### config.mk
export PLATFORM = sky130hd
export DESIGN_NAME = shift_sequencer
export DESIGN_NICKNAME = d
export VERILOG_FILES = /design/src/rtl/shift_sequencer_pkg.sv /design/src/rtl/shift_sequencer_tick_gen.sv /design/src/rtl/shift_sequencer.sv
export SDC_FILE = /design/constraint.sdc
export NUM_CORES = 1
export LEC_CHECK = 0
export ABC_CLOCK_PERIOD_IN_PS = 5400
export CORE_MARGIN = 5
export CORE_UTILIZATION = 52
export CTS_CLUSTER_DIAMETER = 100
export CTS_CLUSTER_SIZE = 8
export DETAILED_ROUTE_END_ITERATION = 10
export PLACE_DENSITY = 0.95
export SYNTH_ARGS = -nofsm -noshare
export SYNTH_HDL_FRONTEND = slang
export SYNTH_SLANG_ARGS = --single-unit
### constraint.sdc
create_clock -name clk -period 5.4 [get_ports clk]
set_clock_uncertainty 0.05 [all_clocks]
set_input_delay 0.81 -clock clk [delete_from_list [all_inputs] [get_ports clk]]
set_output_delay 0.81 -clock clk [all_outputs]
set_load 0.05 [all_outputs]
### src/rtl/shift_sequencer_pkg.sv
// Shared encodings and widths for the shift sequencer.
package shift_sequencer_pkg;

    typedef enum logic [1:0] {
        IDLE = 2'd0,
        RUN  = 2'd1,
        DONE = 2'd2
    } state_t;

    localparam int DATA_W  = 16;
    localparam int SHAMT_W = 4;

endpackage

### src/rtl/shift_sequencer_tick_gen.sv
// Step prescaler: counts 0..TICK_DIV-1 while enabled, tick on the last count.
module tick_gen #(
    parameter int TICK_DIV = 50_000_000
) (
    input  logic clk,
    input  logic rst,
    input  logic en,
    output logic tick
);
    localparam int CNT_W = (TICK_DIV > 2) ? $clog2(TICK_DIV) : 1;
    localparam logic [CNT_W-1:0] LAST = CNT_W'(TICK_DIV - 1);

    logic [CNT_W-1:0] r_cnt;

    always_ff @(posedge clk or posedge rst) begin
        if (rst)
            r_cnt <= '0;
        else if (!en || r_cnt == LAST)
            r_cnt <= '0;
        else
            r_cnt <= r_cnt + CNT_W'(1);
    end

    assign tick = en && (r_cnt == LAST);

endmodule

### src/rtl/shift_sequencer.sv
// Sweeps a downstream barrel shifter through shift amounts 0..15, capturing
// its result once per prescaler tick.
module shift_sequencer
    import shift_sequencer_pkg::*;
#(
    parameter int TICK_DIV = 50_000_000
) (
    input  logic               clk,
    input  logic               rst,
    input  logic               start,
    input  logic               abort,
    input  logic               continuous,
    input  logic [DATA_W-1:0]  load_val,
    input  logic               mode_dir,
    input  logic               mode_rot,
    input  logic [DATA_W-1:0]  shifter_dout,
    output logic [DATA_W-1:0]  din_o,
    output logic [SHAMT_W-1:0] shamt_o,
    output logic               dir_o,
    output logic               rot_o,
    output logic [DATA_W-1:0]  result,
    output logic               step_strobe,
    output logic               busy,
    output logic               done
);
    localparam logic [SHAMT_W-1:0] SHAMT_MAX = '1;

    state_t r_state, w_next;
    logic [DATA_W-1:0]  r_din, r_result;
    logic [SHAMT_W-1:0] r_shamt;
    logic r_dir, r_rot;
    logic w_en, w_tick, w_cap, w_launch;

    assign w_en     = (r_state == RUN);
    assign w_launch = (r_state == IDLE) && start && !abort;
    // Abort wins over a coincident tick: no capture, no strobe, shamt frozen.
    assign w_cap    = w_tick && !abort;

    tick_gen #(.TICK_DIV(TICK_DIV)) u_tick (
        .clk  (clk),
        .rst  (rst),
        .en   (w_en),
        .tick (w_tick)
    );

    always_ff @(posedge clk or posedge rst) begin
        if (rst) r_state <= IDLE;
        else     r_state <= w_next;
    end

    always_comb begin
        w_next = r_state;
        case (r_state)
            IDLE: if (w_launch) w_next = RUN;
            RUN: begin
                if (abort)
                    w_next = IDLE;
                else if (w_tick && r_shamt == SHAMT_MAX && !continuous)
                    w_next = DONE;
            end
            DONE:    w_next = IDLE;
            default: w_next = IDLE;
        endcase
    end

    always_ff @(posedge clk or posedge rst) begin
        if (rst) begin
            r_din    <= '0;
            r_shamt  <= '0;
            r_dir    <= 1'b0;
            r_rot    <= 1'b0;
            r_result <= '0;
        end else if (w_launch) begin
            r_din   <= load_val;
            r_dir   <= mode_dir;
            r_rot   <= mode_rot;
            r_shamt <= '0;
        end else if (w_cap) begin
            r_result <= shifter_dout;
            if (r_shamt != SHAMT_MAX)
                r_shamt <= r_shamt + SHAMT_W'(1);
            else if (continuous)
                r_shamt <= '0;
        end
    end

    assign din_o       = r_din;
    assign shamt_o     = r_shamt;
    assign dir_o       = r_dir;
    assign rot_o       = r_rot;
    assign result      = r_result;
    assign step_strobe = w_cap;
    assign busy        = (r_state == RUN);
    assign done        = (r_state == DONE);

endmodule

==> impl_metrics.tcl, run 1 <==
set metrics [dict create \
    status "finished, final reports clean" \
    cts.clk_slew.worst_paths_ps 70 \
    critical_path_class "in -> out" \
    end_kind "primary output" \
    cp.required_ps 4540 \
    slowest_delay_ps 820 \
    synth_most_common_cell "dfrtp_1" \
    synth_cells 258 \
    clock_path_buffers 2 \
    peakVddDrop_uv 214 \
    gr-usage-met1 0.260 \
    grt_pass1_wl_mm 13.1 \
    dr.pass1.iters 4 \
    crit_path_start_kind "primary input" \
    cts_buffers 9 \
    finalWirelength_mm 7.98 \
    synthTopCellsByArea "dfrtp_1, mux2_2, a21oi_1" \
    p_leak_nw 1.64 \
    path_common_cell "clkdlybuf4s50_1" \
    worst-path-buf-inv 2 \
    drive_gt1_frac 0.186 \
    ctsResizeCount 0 \
    overflow 0 \
    viasPerCell 5.91 \
    switchingPower_uw 387 \
    fp.coreArea_mm2 0.00557 \
    fp.dieW_um 86.4 \
    hold_path_class "reg -> reg" \
    io_buffers 79 \
    grt_use_met2 0.406 \
    grt_pass1_vias 2631 \
    tns_ps 0 \
    start_util 0.544 \
    die_area_mm2 0.00746 \
    setup_viol 0 \
    post-dp-hpwl_mm 5.67 \
    power.density_mw_per_mm2 303 \
    p_int_uw 846 \
    synthArstFlopShare 1.00 \
    cp_slowest_cell "clkdlybuf4s50_1" \
    synth_top_area_frac 0.545 \
    min_period_ps 4060 \
    p_clk_frac 0.343 \
    clock_latency_ps 350 \
    vias 2465 \
    cts_setup_buffers 0 \
    busiest_layer "met2" \
    wl_per_cell_um 19.1 \
    die_y_um 86.4 \
    cts-hold-fix-buffers 0 \
    crit_fanout 6 \
    io_pins 80 \
    drt_iter0_drc 201 \
    utilization 0.731 \
    avgSynthCellArea_um2 11.8 \
    worstMarginPinSlew_ps 823 \
    path_cells "clkdlybuf4s50_1, or3b_4, or4_1, nor2_1, clkdlybuf4s50_1" \
    syn-num-nets 299 \
    drc 0 \
    synth_common_cells "dfrtp_1, mux2_2, a21oi_1" \
    p_sw_frac 0.314 \
    fmax_mhz 247 \
    clkSinkCount 66 \
    ys.flop_type "dfrtp_1" \
    pwr-share-comb 0.216 \
    grt_max_degree 35 \
    rsz0062_at_grt "false" \
    ys_seq_area_frac 0.545 \
    seqPwrFrac 0.441 \
    synthesis.area_mm2 0.00303 \
    ys_ff_latch 66 \
    gp_congestion 0.780 \
    slew_headroom 0.450 \
    cts_tree "yes" \
    ys_warn_count 0 \
    yosysUniqueCellTypes 43 \
    area_delta_synth_final_pct 34.4 \
    cp_top_family "buffers and inverters" \
    grt_util_met3 0.0599 \
    cts-root-buf "clkbuf_8" \
    synth_area_leader_cell "dfrtp_1" \
    drtAntennaViolNets 0 \
    maxCapViolations 0 \
    layout_setup_ws_ps 1340 \
    synth_edf_count 0 \
    nets 381 \
    period_share 0.751 \
    rows 27 \
    drv_slew 0 \
    antenna_found_initial 0 \
    hold_viol 0 \
    grt_use_total 0.228 \
    place_ws_ps 1350 \
    antenna_cells 0 \
    h-tree-depth 3 \
    worstPathArrival_ps 3200 \
]
-- power by group through the flow --
stage / Clock (mW) / Combinational [mW] / Sequential (mW)
after CTS: 0.430 / 0.269 / 0.545
after global placement: 0 / 0.262 / 0.550
final: 0.423 / 0.266 / 0.544
after global routing: 0.454 / 0.277 / 0.549
after floorplan: 0 / 0.0535 / 0.657
after detailed placement: 0 / 0.267 / 0.554
-- final cells by class --
cell class	instances	area, µm²
fillers	350	1500
well taps	72	90.1
inverters	7	26.3
clock inverters	7	77.6
clock buffers	9	124
repair buffers	82	813
multi-input cells	174	1290
flip-flops and latches	66	1650
-- routing by layer --
metal	part of all wire	vias to the layer above
met4	0.030	0
met2	0.56	95
met1	0.36	1225
met5	0	-
li1	-	1126
met3	0.052	19
-- kinds of logic after synthesis --
group / Yosys count / synth area share
flip-flops: 66 / 0.545
AO/OA/AOI/OAI: 41 / 0.0825
multiplexers: 34 / 0.126
adder cells (fa/ha/maj): 2 / 0.00825
AND/OR/NAND/NOR: 86 / 0.175
buffers and inverters: 18 / 0.0314
XOR/XNOR: 11 / 0.0318
-- worst register-to-register path, stage by stage (launching register included) --
cell	delay (ps)
dfrtp_1	470
nor4bb_1	450
nand4_2	360
nor3_4	800
mux2_2	420
-- sequential cells by signal (all words and copies together) (netlist names) --
| name | cells |
|---|---|
| u_tick.r_cnt | 26 |
| din_o | 16 |
| result | 16 |
| shamt_o | 4 |
| r_state | 2 |
| dir_o | 1 |
| rot_o | 1 |
-- placed cells by master, fill, tap and decap left out, types with 8 or more instances in the layout --
cell type and count:
clkdlybuf4s50_1 79, or4_1 9, a21oi_1 16, nor2_1 15, dfrtp_1 66, nand3_1 12
mux2_2 34, clkbuf_8 9, or3_1 9, o31ai_1 8
-- final timing paths --
kind	cells past startpoint	slack, ps	startpoint	endpoint
setup / recovery	5	1340	abort	step_strobe
hold / removal	1	460	result[8]	result[8]
setup reg to reg	4	2740	u_tick.r_cnt[10]	result[0]
hold reg to reg	1	460	result[8]	result[8]
max in group asynchronous	3	3520	rst	u_tick.r_cnt[3]
min in group asynchronous	2	880	rst	result[2]
-- per-stage QoR --
step	hold slack [ps]	area, µm²	total power, mW	std cells
after floorplan	425	3030	0.710	258
after global placement	438	3870	0.813	401
after detailed placement	447	3870	0.821	401
after CTS	466	4080	1.24	417
after global routing	481	4080	1.28	417
final	461	4080	1.23	417
Power figures use the tool's default switching activity.
==> inputs of run 2 (changes only) <==
Settings changed: ABC_CLOCK_PERIOD_IN_PS 5400 to 3700, CORE_UTILIZATION 52 to 44, PLACE_DENSITY 0.95 to 0.87.
Clock period 5.4 ns to 3.7 ns, I/O delays scaled along.
==> run 2 against run 1 <==
Clock power is 73% higher. Via count is 3.3% lower. Utilization is 12 points lower. Non-clock buffer count is 2 higher. Sequential share of layout area is 0.62 points lower. Power is 55% higher. Critical path depth stayed put. Design area is 1.6% higher. Combinational power is 45% higher. Sequential power is 46% higher. Largest cell class unchanged. Highest routed layer unchanged.
==> impl_metrics.tcl, run 2 (same netlist as run 1, synthesis figures left out) <==
set metrics [dict create \
    switchingPower_uw 543 \
    p_sw_frac 0.284 \
    cts_tree "yes" \
    hold_viol 0 \
    power.density_mw_per_mm2 462 \
    clkSinkCount 66 \
    met1_length_mm 2.82 \
    grt_use_total 0.178 \
    min_period_ps 2880 \
    cts_buffers 9 \
    vias 2384 \
    grt_pass1_vias 2465 \
    layout_commonest_cell "clkdlybuf4s50_1" \
    p_clk_frac 0.383 \
    seqPwrFrac 0.414 \
    status "finished, final reports clean" \
    pwr-share-comb 0.202 \
    finalWirelength_mm 7.36 \
    worstMarginPinSlew_ps 778 \
    crit_path_start_kind "primary input" \
    instances_no_fill 427 \
    drt_iter0_drc 126 \
    slowest_delay_ps 520 \
    drtAntennaViolNets 0 \
    slew_headroom 0.480 \
    hold_path_class "reg -> reg" \
    maxCapViolations 0 \
    period_share 0.779 \
    viasPerCell 5.58 \
    drv_slew 0 \
    cts_setup_buffers 0 \
    wl_per_cell_um 17.2 \
    nets 383 \
    regMostFlops "u_tick.r_cnt" \
    area_delta_synth_final_pct 36.5 \
    die_area_mm2 0.00865 \
    antenna_found_initial 0 \
    antenna_cells 0 \
    rows 30 \
    drc 0 \
    setup_viol 0 \
    p_leak_nw 1.67 \
    overflow 0 \
    die_y_um 93.0 \
    hold_path_startpoint "u_tick.r_cnt[0]" \
    fill_cells 525 \
    dr_wl_met3_um 349 \
    cts-root-buf "clkbuf_8" \
    end_kind "primary output" \
    rsz0062_at_grt "false" \
    ctsResizeCount 0 \
    cts.clk_slew.worst_paths_ps 70 \
    cp_slowest_cell "or4_1" \
    fmax_mhz 347 \
    fp.dieW_um 93.0 \
    hold_end "u_tick.r_cnt[0]" \
    fp.coreArea_mm2 0.00676 \
    crit_fanout 6 \
    critical_path_class "in -> out" \
    cts-hold-fix-buffers 0 \
    clock_latency_ps 340 \
    dr.pass1.iters 4 \
    r2r_cells 4 \
    final_cell_mix "clkdlybuf4s50_1, dfrtp_1, mux2_2" \
    largest_register_ffs 26 \
    dr_wl_met2_mm 4.06 \
    grt_pass1_wl_mm 12.0 \
    tns_ps 0 \
    dp_cells 411 \
    start_util 0.449 \
    r2r_setup_slack_ps 1160 \
    gp_congestion 0.841 \
    holdPathStages 1 \
    h-tree-depth 3 \
    grt_max_degree 36 \
    clock_path_buffers 2 \
    rr_startpoint "u_tick.r_cnt[19]" \
    worstPathArrival_ps 2280 \
    io_buffers 79 \
    post-dp-hpwl_mm 5.28 \
    r2r_end "result[7]" \
    routed.top_layer "met4" \
    io_pins 80 \
    path_cells "clkdlybuf4s50_1, or3b_4, or4_1, nor2_1, buf_4" \
    drive_gt1_frac 0.190 \
    cp.required_ps 3090 \
    peakVddDrop_uv 398 \
    p_int_mw 1.37 \
]
==> run 2: changes by cell type in the layout (fill, tap and decap cells not counted) <==
cell | previous run | this run
inv_6 | 2 | 0
clkdlybuf4s50_1 | 79 | 78
buf_4 | 3 | 6
clkbuf_1 | 0 | 1
bufinv_16 | 1 | 3
clkinv_2 | 1 | 0
==> run 2: area by class of cell <==
| cell class | instances | area [µm²] | area share |
|---|---|---|---|
| Sequential cell | 66 | 1650 | 0.399 |
| Timing Repair Buffer | 84 | 826 | 0.200 |
| Clock inverter | 6 | 115 | 0.0278 |
| Tap cell | 80 | 100 | 0.0242 |
| Clock buffer | 10 | 128 | 0.0308 |
| Multi-Input combinational cell | 174 | 1290 | 0.312 |
| Inverter | 7 | 26.3 | 0.00635 |
==> run 2: layer usage <==
metal | GRT usage | vias to the layer above
met5 | 0 | -
met4 | 0.0586 | 0
met3 | 0.0507 | 14
met2 | 0.322 | 68
met1 | 0.200 | 1176
li1 | - | 1126
==> run 2: worst max-delay path by stage <==
stage	cells after the start	from	slack [ps]	endpoint
CTS	5	abort	810	step_strobe
floorplan	4	abort	960	step_strobe
global route	5	abort	760	step_strobe
detailed placement	5	abort	820	step_strobe
finish	5	abort	820	step_strobe
global placement	5	abort	830	step_strobe
==> run 2: power by group through the flow <==
stage                     Combinational [mW]  Clock [mW]  Sequential [mW]
after floorplan                       0.0781           0            0.959
after global placement                 0.383           0            0.803
after detailed placement               0.390           0            0.807
after CTS                              0.391       0.748            0.793
after global routing                   0.403       0.782            0.799
final                                  0.387       0.733            0.793
==> run 2: critical path: cells and delay by family <==
| family | cells | cell delay [ps] |
|---|---|---|
| simple gates | 3 | 1070 |
| buf+inv | 2 | 650 |
==> run 2: metrics by stage <==
| stage | setup slack (ps) | utilization | power, mW | hold WS (ps) | cell area [µm²] |
|---|---|---|---|---|---|
| floorplan | 956 | - | 1.04 | 425 | 3030 |
| global placement | 834 | 0.577 | 1.19 | 437 | 3900 |
| detailed placement | 816 | 0.577 | 1.20 | 444 | 3900 |
| CTS | 812 | 0.613 | 1.93 | 460 | 4140 |
| global route | 762 | 0.613 | 1.98 | 477 | 4140 |
| finish | 819 | 0.613 | 1.91 | 457 | 4140 |
